--- src/rtl/video_timing_pkg.sv ---
// 800x600@60 raster constants, phase encoding and a phase lookup helper
// shared by the timing generator and its counters.
package video_timing_pkg;

    localparam int HPOS_W = 11;
    localparam int VPOS_W = 10;

    localparam int H_ACTIVE = 800;
    localparam int H_FP     = 40;
    localparam int H_SYNC   = 128;
    localparam int H_BP     = 88;
    localparam int V_ACTIVE = 600;
    localparam int V_FP     = 1;
    localparam int V_SYNC   = 4;
    localparam int V_BP     = 23;

    localparam int H_TOTAL = H_ACTIVE + H_FP + H_SYNC + H_BP;
    localparam int V_TOTAL = V_ACTIVE + V_FP + V_SYNC + V_BP;

    localparam logic HSYNC_POL = 1'b1;
    localparam logic VSYNC_POL = 1'b1;
    localparam int   PIX_LEAD  = 2;

    typedef enum logic [1:0] {
        PH_ACT  = 2'd0,
        PH_FP   = 2'd1,
        PH_SYNC = 2'd2,
        PH_BP   = 2'd3
    } phase_t;

    function automatic phase_t phaseAt(input int pos, input int lenAct, input int lenFp, input int lenSync);
        if (pos < lenAct)                  return PH_ACT;
        if (pos < lenAct + lenFp)          return PH_FP;
        if (pos < lenAct + lenFp + lenSync) return PH_SYNC;
        return PH_BP;
    endfunction

endpackage

--- src/rtl/sync_phase_counter.sv ---
// Wrapping position counter with ACT/FP/SYNC/BP phase tracking; exposes next-state values.
// Latency: count/phase update on the edge after enable; countNext/phaseNext are combinational.
// Backpressure: none, free-running whenever enable is high.
module sync_phase_counter
    import video_timing_pkg::*;
#(
    parameter int W         = 11,
    parameter int LEN_ACT   = 800,
    parameter int LEN_FP    = 40,
    parameter int LEN_SYNC  = 128,
    parameter int LEN_BP    = 88,
    parameter int RST_COUNT = 0
) (
    input  logic         clk40,
    input  logic         reset,
    input  logic         enable,
    output logic [W-1:0] count,
    output logic [W-1:0] countNext,
    output logic [1:0]   phaseNext,
    output logic         wrap
);

    localparam int TOTAL = LEN_ACT + LEN_FP + LEN_SYNC + LEN_BP;

    localparam logic [W-1:0] LAST    = W'(TOTAL - 1);
    localparam logic [W-1:0] FP_AT   = W'(LEN_ACT);
    localparam logic [W-1:0] SYNC_AT = W'(LEN_ACT + LEN_FP);
    localparam logic [W-1:0] BP_AT   = W'(LEN_ACT + LEN_FP + LEN_SYNC);

    localparam logic [1:0] ST_ACT    = PH_ACT;
    localparam logic [1:0] ST_FP     = PH_FP;
    localparam logic [1:0] ST_SYNC   = PH_SYNC;
    localparam logic [1:0] ST_BP     = PH_BP;
    localparam logic [1:0] RST_PHASE = phaseAt(RST_COUNT, LEN_ACT, LEN_FP, LEN_SYNC);

    logic [1:0] phase;

    assign wrap = enable && (count == LAST);

    // Phase changes are keyed on the incoming count so the phase register lines up with count.
    always_comb begin
        countNext = count;
        phaseNext = phase;
        if (enable) begin
            countNext = wrap ? '0 : count + 1'b1;
            if (countNext == '0)          phaseNext = ST_ACT;
            else if (countNext == FP_AT)   phaseNext = ST_FP;
            else if (countNext == SYNC_AT) phaseNext = ST_SYNC;
            else if (countNext == BP_AT)   phaseNext = ST_BP;
        end
    end

    always_ff @(posedge clk40) begin
        if (reset) begin
            count <= W'(RST_COUNT);
            phase <= RST_PHASE;
        end else begin
            count <= countNext;
            phase <= phaseNext;
        end
    end

endmodule

--- src/rtl/video_timing.sv ---
// 800x600@60 raster timing plus background-layer line controls; VIDEO_TIMING_FRAME_COUNT_EN adds frameStart/frameCount.
// Latency: every output is registered and decoded from next-state counters, so it matches hPos/vPos in the same cycle.
// Backpressure: none; the raster free-runs and consumers must keep pace.
module video_timing
    import video_timing_pkg::*;
#(
    parameter int   H_ACTIVE  = video_timing_pkg::H_ACTIVE,
    parameter int   H_FP      = video_timing_pkg::H_FP,
    parameter int   H_SYNC    = video_timing_pkg::H_SYNC,
    parameter int   H_BP      = video_timing_pkg::H_BP,
    parameter int   V_ACTIVE  = video_timing_pkg::V_ACTIVE,
    parameter int   V_FP      = video_timing_pkg::V_FP,
    parameter int   V_SYNC    = video_timing_pkg::V_SYNC,
    parameter int   V_BP      = video_timing_pkg::V_BP,
    parameter logic HSYNC_POL = video_timing_pkg::HSYNC_POL,
    parameter logic VSYNC_POL = video_timing_pkg::VSYNC_POL,
    parameter int   PIX_LEAD  = video_timing_pkg::PIX_LEAD
) (
    input  logic              clk40,
    input  logic              reset,
    output logic [HPOS_W-1:0] hPos,
    output logic [VPOS_W-1:0] vPos,
    output logic [VPOS_W-1:0] nextVPos,
    output logic              hsync,
    output logic              vsync,
    output logic              displayActive,
    output logic              hsyncStarting,
    output logic              nextFrameActive,
    output logic              lineStarting,
`ifdef VIDEO_TIMING_FRAME_COUNT_EN
    output logic              frameStart,
    output logic [15:0]       frameCount,
`endif
    output logic              lineEnding
);

    localparam int H_TOTAL = H_ACTIVE + H_FP + H_SYNC + H_BP;
    localparam int V_TOTAL = V_ACTIVE + V_FP + V_SYNC + V_BP;

    if (H_TOTAL > 2047) begin : gHTotalTooBig
        $error("H_TOTAL does not fit the 11-bit horizontal counter");
    end
    if (V_TOTAL > 1023) begin : gVTotalTooBig
        $error("V_TOTAL does not fit the 10-bit vertical counter");
    end

    localparam logic [HPOS_W-1:0] HSS_AT    = HPOS_W'(H_ACTIVE + H_FP);
    localparam logic [HPOS_W-1:0] LS_AT     = HPOS_W'(H_TOTAL - PIX_LEAD);
    localparam logic [HPOS_W-1:0] LE_AT     = HPOS_W'(H_ACTIVE - PIX_LEAD);
    localparam logic [VPOS_W-1:0] V_LAST    = VPOS_W'(V_TOTAL - 1);
    localparam logic [VPOS_W-1:0] V_ACT_LIM = VPOS_W'(V_ACTIVE);

    logic [HPOS_W-1:0] hNext;
    logic [VPOS_W-1:0] vNext;
    logic [VPOS_W-1:0] vAfter;
    logic [1:0]        hPhNext;
    logic [1:0]        vPhNext;
    logic              hWrap;
    logic              vWrap;

    sync_phase_counter #(
        .W(HPOS_W), .LEN_ACT(H_ACTIVE), .LEN_FP(H_FP), .LEN_SYNC(H_SYNC), .LEN_BP(H_BP), .RST_COUNT(0)
    ) uHCounter (
        .clk40(clk40), .reset(reset), .enable(1'b1),
        .count(hPos), .countNext(hNext), .phaseNext(hPhNext), .wrap(hWrap)
    );

    // Reset parks the raster at the first blanking line so the first visible line is line 0.
    sync_phase_counter #(
        .W(VPOS_W), .LEN_ACT(V_ACTIVE), .LEN_FP(V_FP), .LEN_SYNC(V_SYNC), .LEN_BP(V_BP), .RST_COUNT(V_ACTIVE)
    ) uVCounter (
        .clk40(clk40), .reset(reset), .enable(hWrap),
        .count(vPos), .countNext(vNext), .phaseNext(vPhNext), .wrap(vWrap)
    );

    assign vAfter = (vNext == V_LAST) ? '0 : vNext + 1'b1;

    always_ff @(posedge clk40) begin
        if (reset) begin
            nextVPos        <= VPOS_W'(V_ACTIVE + 1);
            hsync           <= ~HSYNC_POL;
            vsync           <= ~VSYNC_POL;
            displayActive   <= 1'b0;
            hsyncStarting   <= 1'b0;
            nextFrameActive <= 1'b0;
            lineStarting    <= 1'b0;
            lineEnding      <= 1'b0;
        end else begin
            nextVPos        <= vAfter;
            hsync           <= (hPhNext == PH_SYNC) ? HSYNC_POL : ~HSYNC_POL;
            vsync           <= (vPhNext == PH_SYNC) ? VSYNC_POL : ~VSYNC_POL;
            displayActive   <= (hPhNext == PH_ACT) && (vPhNext == PH_ACT);
            hsyncStarting   <= (hNext == HSS_AT);
            nextFrameActive <= (vAfter < V_ACT_LIM);
            lineStarting    <= (hNext == LS_AT) && (vAfter < V_ACT_LIM);
            lineEnding      <= (hNext == LE_AT) && (vPhNext == PH_ACT);
        end
    end

`ifdef VIDEO_TIMING_FRAME_COUNT_EN
    always_ff @(posedge clk40) begin
        if (reset) begin
            frameStart <= 1'b0;
            frameCount <= '0;
        end else begin
            frameStart <= vWrap;
            if (vWrap) frameCount <= frameCount + 16'd1;
        end
    end
`else
    logic unusedVWrap;
    assign unusedVWrap = vWrap;
`endif

endmodule

--- config.mk ---
export PLATFORM = sky130hd
export DESIGN_NAME = video_timing
export DESIGN_NICKNAME = d
export VERILOG_FILES = /design/src/rtl/video_timing_pkg.sv /design/src/rtl/sync_phase_counter.sv /design/src/rtl/video_timing.sv
export SDC_FILE = /design/constraint.sdc
export NUM_CORES = 1
export LEC_CHECK = 0
export BUFFER_PORTS_ARGS = -buffer_cell sky130_fd_sc_hd__buf_2
export CORE_MARGIN = 2
export CORE_UTILIZATION = 49
export DETAILED_ROUTE_END_ITERATION = 10
export PLACE_DENSITY = 0.77
export SYNTH_ARGS = -nofsm -noshare
export SYNTH_HDL_FRONTEND = slang
export SYNTH_SLANG_ARGS = --single-unit
--- constraint.sdc ---
create_clock -name clk40 -period 2.58 [get_ports clk40]
set_input_delay 0.516 -clock clk40 [delete_from_list [all_inputs] [get_ports clk40]]
set_output_delay 0.516 -clock clk40 [all_outputs]
set_load 0.005 [all_outputs]
; Word level (Yosys, flattened, before mapping)
; Cells that the tools add are included.
[classes]
n_mux = 15
n_lt_le_gt_ge = 1
addsub = 3
reduce_logical = 8
eq_ne = 13
[op_table]
columns = cell, n
row1 = $eq 10x10->1 const B, 5
row2 = $eq 11x10->1 const B, 4
row3 = $mux 10, 3
row4 = $eq 11x11->1 const B, 2
row5 = $add 10x1->10 const B, 2
row6 = $mux 2, 9
row7 = $add 11x1->11 const B, 1
row8 = $logic_not 11->1, 1
row9 = $mux 11, 1
row10 = $logic_not 10->1, 1
row11 = $lt 10x10->1 const B, 1
row12 = $eq 2x2->1 const B, 2
row13 = $logic_and 1x1->1, 4
row14 = $logic_not 2->1, 2
row15 = $mux 1, 2
[word_totals]
out_inout_bits = 38
input_bits = 2
ff_bits = 42
wordCells = 52

; Logic depth before layout (Yosys ltp)
[depth]
word_depth = 11
mapped_depth = 10
mapped_depth_nobuf = 8

; Modules after synthesis
; A second synthesis with hierarchy kept.
[hier_totals]
cells_unflattened = 340
hier_area_um2 = 2969.1
[by_module_without_submodules]
columns = module, instances, seq_area_each_um2, area_each_um2, cells_each
row1 = sync_phase_counter (uHCounter), 1, 260.2, 1154.9, 134
row2 = sync_phase_counter (uVCounter), 1, 240.2, 954.7, 114
row3 = video_timing, 1, 340.3, 859.6, 92

; Least setup slack after synthesis
; Ideal clock, no wire load.
[synth_timing]
kind = register to register
startpoint = register uHCounter.count[0]
endpoint = register nextVPos[4]
t_required_ps = 2461
n_path_buf = 1
synth_period_minus_slack_ps = 2708
setup_slack_ps = -128
path_stages_with_launch = 10
setup_time_ps = 119
arrival_ps = 2589
path_cell_list = dfxtp_1 > ha_1 > and4_1 > buf_2 > nand3_2 > or4_4 > o2bb2ai_2 > or4_4 > nor2_4 > o21bai_1
[synth_between]
elab_chain_len = 6
word_cells_on_any_way = 7
cone_classes = 1 x add/sub / 2 x eq/ne / 3 x mux / 1 x reduce/logical
[synth_rtl]
columns = element, line
row1 = from (decl), sync_phase_counter.sv:17  ; output logic [W-1:0] count,
row2 = from (signal assigned), sync_phase_counter.sv:55  ; count <= W'(RST_COUNT);
row3 = from (signal assigned), sync_phase_counter.sv:58  ; count <= countNext;
row4 = $eq 11x11->1 (*), sync_phase_counter.sv:38  ; assign wrap = enable && (count == LAST);
row5 = $logic_and 1x1->1, sync_phase_counter.sv:38
row6 = $mux 10, sync_phase_counter.sv:45  ; countNext = wrap ? '0 : count + 1'b1;
row7 = $mux 10 (*), sync_phase_counter.sv:44  ; if (enable) begin
row8 = $add 10x1->10 or $eq 10x10->1 (tied branches), video_timing.sv:76  ; assign vAfter = (vNext == V_LAST) ? '0 : vNext + 1'b1;
row9 = $mux 10 (*), video_timing.sv:76
row10 = to (signal assigned), video_timing.sv:80  ; nextVPos <= VPOS_W'(V_ACTIVE + 1);
row11 = to (signal assigned), video_timing.sv:89  ; nextVPos <= vAfter;
row12 = to (decl), video_timing.sv:23  ; output logic [VPOS_W-1:0] nextVPos,
; Every way passes the cells marked *; elsewhere a longest branch is shown, timed or not.
; A chain may end at the register's enable or synchronous reset.

; Worst setup path in the final report
[layout_timing]
startpoint = register uVCounter.count[6]
endpoint = register displayActive
[layout_between]
elab_chain_len = 11
word_cells_on_any_way = 15
cone_classes = 1 x add/sub / 4 x eq/ne / 6 x mux / 4 x reduce/logical
[layout_rtl]
columns = element, line
row1 = from (decl), sync_phase_counter.sv:17
row2 = from (signal assigned), sync_phase_counter.sv:55
row3 = from (signal assigned), sync_phase_counter.sv:58
row4 = "parallel branches: the longest is 2 deep, another holds $add 10x1->10", --
row5 = $mux 10 (*), sync_phase_counter.sv:45
row6 = $eq 10x10->1, sync_phase_counter.sv:49  ; else if (countNext == BP_AT) phaseNext = ST_BP;
row7 = $mux 2, sync_phase_counter.sv:49
row8 = $mux 2, sync_phase_counter.sv:48  ; else if (countNext == SYNC_AT) phaseNext = ST_SYNC;
row9 = $mux 2, sync_phase_counter.sv:47  ; else if (countNext == FP_AT) phaseNext = ST_FP;
row10 = $mux 2 (*), sync_phase_counter.sv:46  ; if (countNext == '0) phaseNext = ST_ACT;
row11 = $mux 2 (*), sync_phase_counter.sv:44
row12 = $logic_not 2->1 (*), video_timing.sv:92  ; displayActive <= (hPhNext == PH_ACT) && (vPhNext == PH_ACT);
row13 = $logic_and 1x1->1 (*), video_timing.sv:92
row14 = to (signal assigned), video_timing.sv:92
row15 = to (decl), video_timing.sv:26  ; output logic displayActive,
; Mark *: on every way between the ends.

==> results_tabular.tex <==
\begin{tabular}{lr}
\hline
Metric & Value \\
\hline
\multicolumn{2}{l}{\textbf{Status}} \\
\quad Status & complete, no violations \\
\multicolumn{2}{l}{\textbf{STA}} \\
\quad Minimum clock period after layout & 2.50 ns \\
\quad Number of failing setup endpoints in the final timing report & 0 \\
\quad Tightest slew margin relative to the limit & 0.679 \\
\quad Final number of max-transition violations & 0 \\
\quad Worst slew pin tran & 0.475 ns \\
\quad Fin Clk Skew & 0.00601 ns \\
\quad Fin crit share & 0.967 \\
\quad Unrepaired setup endpoints after global routing & true \\
\quad Setup WS post-layout & 0.0844 ns \\
\quad Final hold vios & 0 \\
\quad Achievable clock frequency & 401 MHz \\
\multicolumn{2}{l}{\textbf{Min path}} \\
\quad Worst hold path endpoint & uHCounter.count[1] \\
\quad Class of the tightest hold or removal check & input port to register \\
\quad Worst hold path startpoint & reset \\
\quad Number of cells traversed by the worst hold path & 2 \\
\multicolumn{2}{l}{\textbf{Critical path}} \\
\quad Peak per-stage delay on the critical path & 0.51 ns \\
\quad Critical path data required time & 2.78 ns \\
\quad Start-to-end type of the worst setup path & register to register \\
\quad Crit path max-delay cell type & or4\_1 \\
\quad CP cell instances & buf\_4, nand3\_1, or4\_1, xor2\_1, a41oi\_1, or2\_2, a31o\_2, nor3\_1 \\
\quad Largest delay share family, worst path & simple AND/OR/NAND/NOR gates \\
\quad Critical path peak fanout & 7 \\
\quad CP bufs+invs & 1 \\
\quad Worst reg2reg setup slack & 0.08 ns \\
\quad Critical Path AT & 2.70 ns \\
\quad Sort of element at the end of the critical path & register \\
\quad Worst Reg2Reg Path Length in Cells & 8 \\
\quad Kind of start point of the critical path & register \\
\quad Reg2reg start & uVCounter.count[6] \\
\quad Capture instance of the worst register-to-register path & displayActive \\
\multicolumn{2}{l}{\textbf{Finish}} \\
\quad Post-route cell area & 3150 µm² \\
\quad Fill cell count & 430 \\
\quad Proportion of layout cells with a drive suffix above 1 & 0.316 \\
\quad Diodes inserted & 0 \\
\quad Most common cell after layout, fill and taps aside & buf\_4 \\
\quad Top library cells by usage in the layout, fill and taps aside & 44 x buf\_4, 39 x dfxtp\_1, 39 x buf\_2, 26 x nor2\_1, 19 x nand2\_1 \\
\quad Number of nets at the end of the flow & 375 \\
\quad Layout-stage area growth over the synthesis result & 29.5\% \\
\multicolumn{2}{l}{\textbf{Routing}} \\
\quad Average wire per cell in the routed design & 15.6 µm \\
\quad Via/cell ratio & 5.88 \\
\quad Detailed Route Iter0 Violations & 260 \\
\quad Final routed DRC violation total & 0 \\
\quad Detailed-route via count & 2569 \\
\quad Drt pass-1 iters & 5 \\
\quad Routed WL & 6.82 mm \\
\quad Number of routed nets with antenna violations & 0 \\
\multicolumn{2}{l}{\textbf{Global route}} \\
\quad Total gr overflow & 0 \\
\quad Via count of the first global-routing pass & 2337 \\
\quad First-pass GRT wire length & 11.0 mm \\
\quad Largest net degree at the start of global routing & 29 \\
\quad Combined global-route utilization of all metal layers & 0.258 \\
\quad Initial antenna violation count & 0 \\
\multicolumn{2}{l}{\textbf{Yosys}} \\
\quad Post-synthesis cell count & 297 \\
\quad Mean instance size in the synthesized netlist & 8.19 µm² \\
\quad Share of flip-flops with an asynchronous set or reset & 0 \\
\quad Top cell type by total area after synthesis & dfxtp\_1 \\
\quad Cells taking the most area after synthesis & dfxtp\_1 35\%, nor2\_1 4.0\%, xnor2\_1 4.0\% \\
\quad Nets in the synthesized netlist & 303 \\
\quad Portion of synthesized cell area occupied by the leading cell type & 0.346 \\
\quad Count of flip-flops with a built-in enable after synthesis & 0 \\
\quad Post-synthesis cell area & 2430 µm² \\
\quad Count of cell types in the netlist & 59 \\
\quad Post-synth top flop & dfxtp\_1 \\
\quad Warnings, synthesis & 0 \\
\quad Register bit total from synthesis & 42 \\
\quad Post-synthesis sequential area ratio & 0.346 \\
\multicolumn{2}{l}{\textbf{Placed design}} \\
\quad Weighted congestion at the end of routability-driven global placement & 0.907 \\
\quad Setup slack at placement & 0.0400 ns \\
\quad Post-DP Area & 2980 µm² \\
\quad Port bufs & 39 \\
\quad HPWL after detailed placement & 5.10 mm \\
\multicolumn{2}{l}{\textbf{Floorplanning}} \\
\quad Horiz. Die Dim & 74.5 µm \\
\quad Number of I/O pins & 40 \\
\quad Area of the core region & 4750 µm² \\
\quad Number of rows created at floorplan & 25 \\
\quad DIE AREA & 5540 µm² \\
\quad Starting Density & 0.512 \\
\quad Floorplan die height & 74.5 µm \\
\multicolumn{2}{l}{\textbf{Job}} \\
\quad MaxCap Viol Count & 0 \\
\multicolumn{2}{l}{\textbf{Clocking}} \\
\quad Buffer count from post-CTS setup fixing & 0 \\
\quad H-tree levels & 2 \\
\quad Clock-pin slew on the worst setup and hold paths & 0.08 ns \\
\quad Number of buffers created by CTS & 5 \\
\quad Worst-case clock buffer depth & 2 \\
\quad Clock network latency to the later pin of the worst-skew pair & 0.29 ns \\
\quad Root buffer cell & clkbuf\_8 \\
\quad CTS Sinks & 42 \\
\quad CTS tree & built \\
\quad Post-cts gate resize count & 0 \\
\quad Hold buffers post-CTS & 0 \\
\multicolumn{2}{l}{\textbf{Pwr}} \\
\quad Maximum VDD drop & 0.000287 V \\
\quad Leakage component of the power & 1.29 nW \\
\quad Pwr per Cell Area & 385 nW/µm² \\
\hline
\end{tabular}
==> cell usage after synthesis (all sizes together), types with 3 or more instances <==
library cell  number
nor3              17
o21a               4
nor4b              4
o21bai             3
and3               6
a41oi              3
inv                7
a21oi             11
clkbuf            13
dfxtp             42
nand2             19
ha                 4
nand4              8
nor2b              6
a31oi              3
o21ai             19
or2                4
nor2              27
nand2b             4
buf                5
or3                4
and2               4
or4                8
xor2               6
xnor2             11
nor4               5
nand3             12
a211oi             3
a21o               3
o31ai              5
==> report_power, final <==
| part | switching (mW) | total, mW | internal, mW |
|---|---|---|---|
| Sequential | 0.00365 | 0.656 | 0.652 |
| Clock | 0.221 | 0.509 | 0.289 |
| Combinational | 0.0283 | 0.0473 | 0.0190 |
| Total | 0.253 | 1.21 | 0.960 |
==> logic make-up after synthesis <==
family,after synthesis,share of synthesized area
and+or+nand+nor,138,0.329
buffers and inverters,25,0.0427
DFF,42,0.346
AOI/OAI and AO/OA,71,0.201
xor gates and xnor gates,17,0.0612
adders and majority gates,4,0.0206
==> flip-flops by register name (all words and copies together), names as in the netlist <==
signal / cells
displayActive: 1
nextFrameActive: 1
uVCounter.count: 10
uVCounter.phase: 2
vsync: 1
uHCounter.phase: 2
hsyncStarting: 1
lineEnding: 1
lineStarting: 1
nextVPos: 10
hsync: 1
uHCounter.count: 11
==> how the worst max path moves through the flow <==
stage / start / endpoint / slack [ns] / cells after the start
after detailed placement: uHCounter.count[0] / nextVPos[4] / 0.04 / 9
after global routing: uHCounter.count[0] / nextVPos[8] / -0.03 / 10
after floorplan: uHCounter.count[5] / nextVPos[4] / 0.01 / 8
after CTS: uHCounter.count[0] / lineStarting / 0.008 / 9
after global placement: uHCounter.count[2] / hsync / 0.11 / 9
final: uVCounter.count[6] / displayActive / 0.08 / 8
==> cell type report <==
type,instances,area (µm²),share of cell area
Clock buffer,6,72.6,0.0230
Clock inverter,2,37.5,0.0119
Inverter,7,26.3,0.00834
Multi-Input combinational cell,230,1560,0.495
Sequential cell,42,845,0.268
Tap cell,67,83.8,0.0266
Timing Repair Buffer,83,526,0.167
==> metal layers <==
layer	global-route usage	wire (µm)	vias up
met5	0	0	-
li1	-	-	1250
met4	0.0655	107	0
met2	0.454	3440	108
met1	0.326	2890	1198
met3	0.0434	384	13
==> metrics by stage <==
step           power [mW]  setup TNS, ns  std cells  hold WS, ns   util
6_report             1.21              0        437        0.526  0.662
5_1_grt              1.26        -0.0773        437        0.508  0.662
4_1_cts              1.22              0        437        0.509  0.650
3_5_place_dp        0.717              0        429        0.542  0.627
3_3_place_gp        0.716              0        429        0.527  0.627
2_1_floorplan       0.698              0        297        0.498      -
Power figures use the tool's default switching activity.
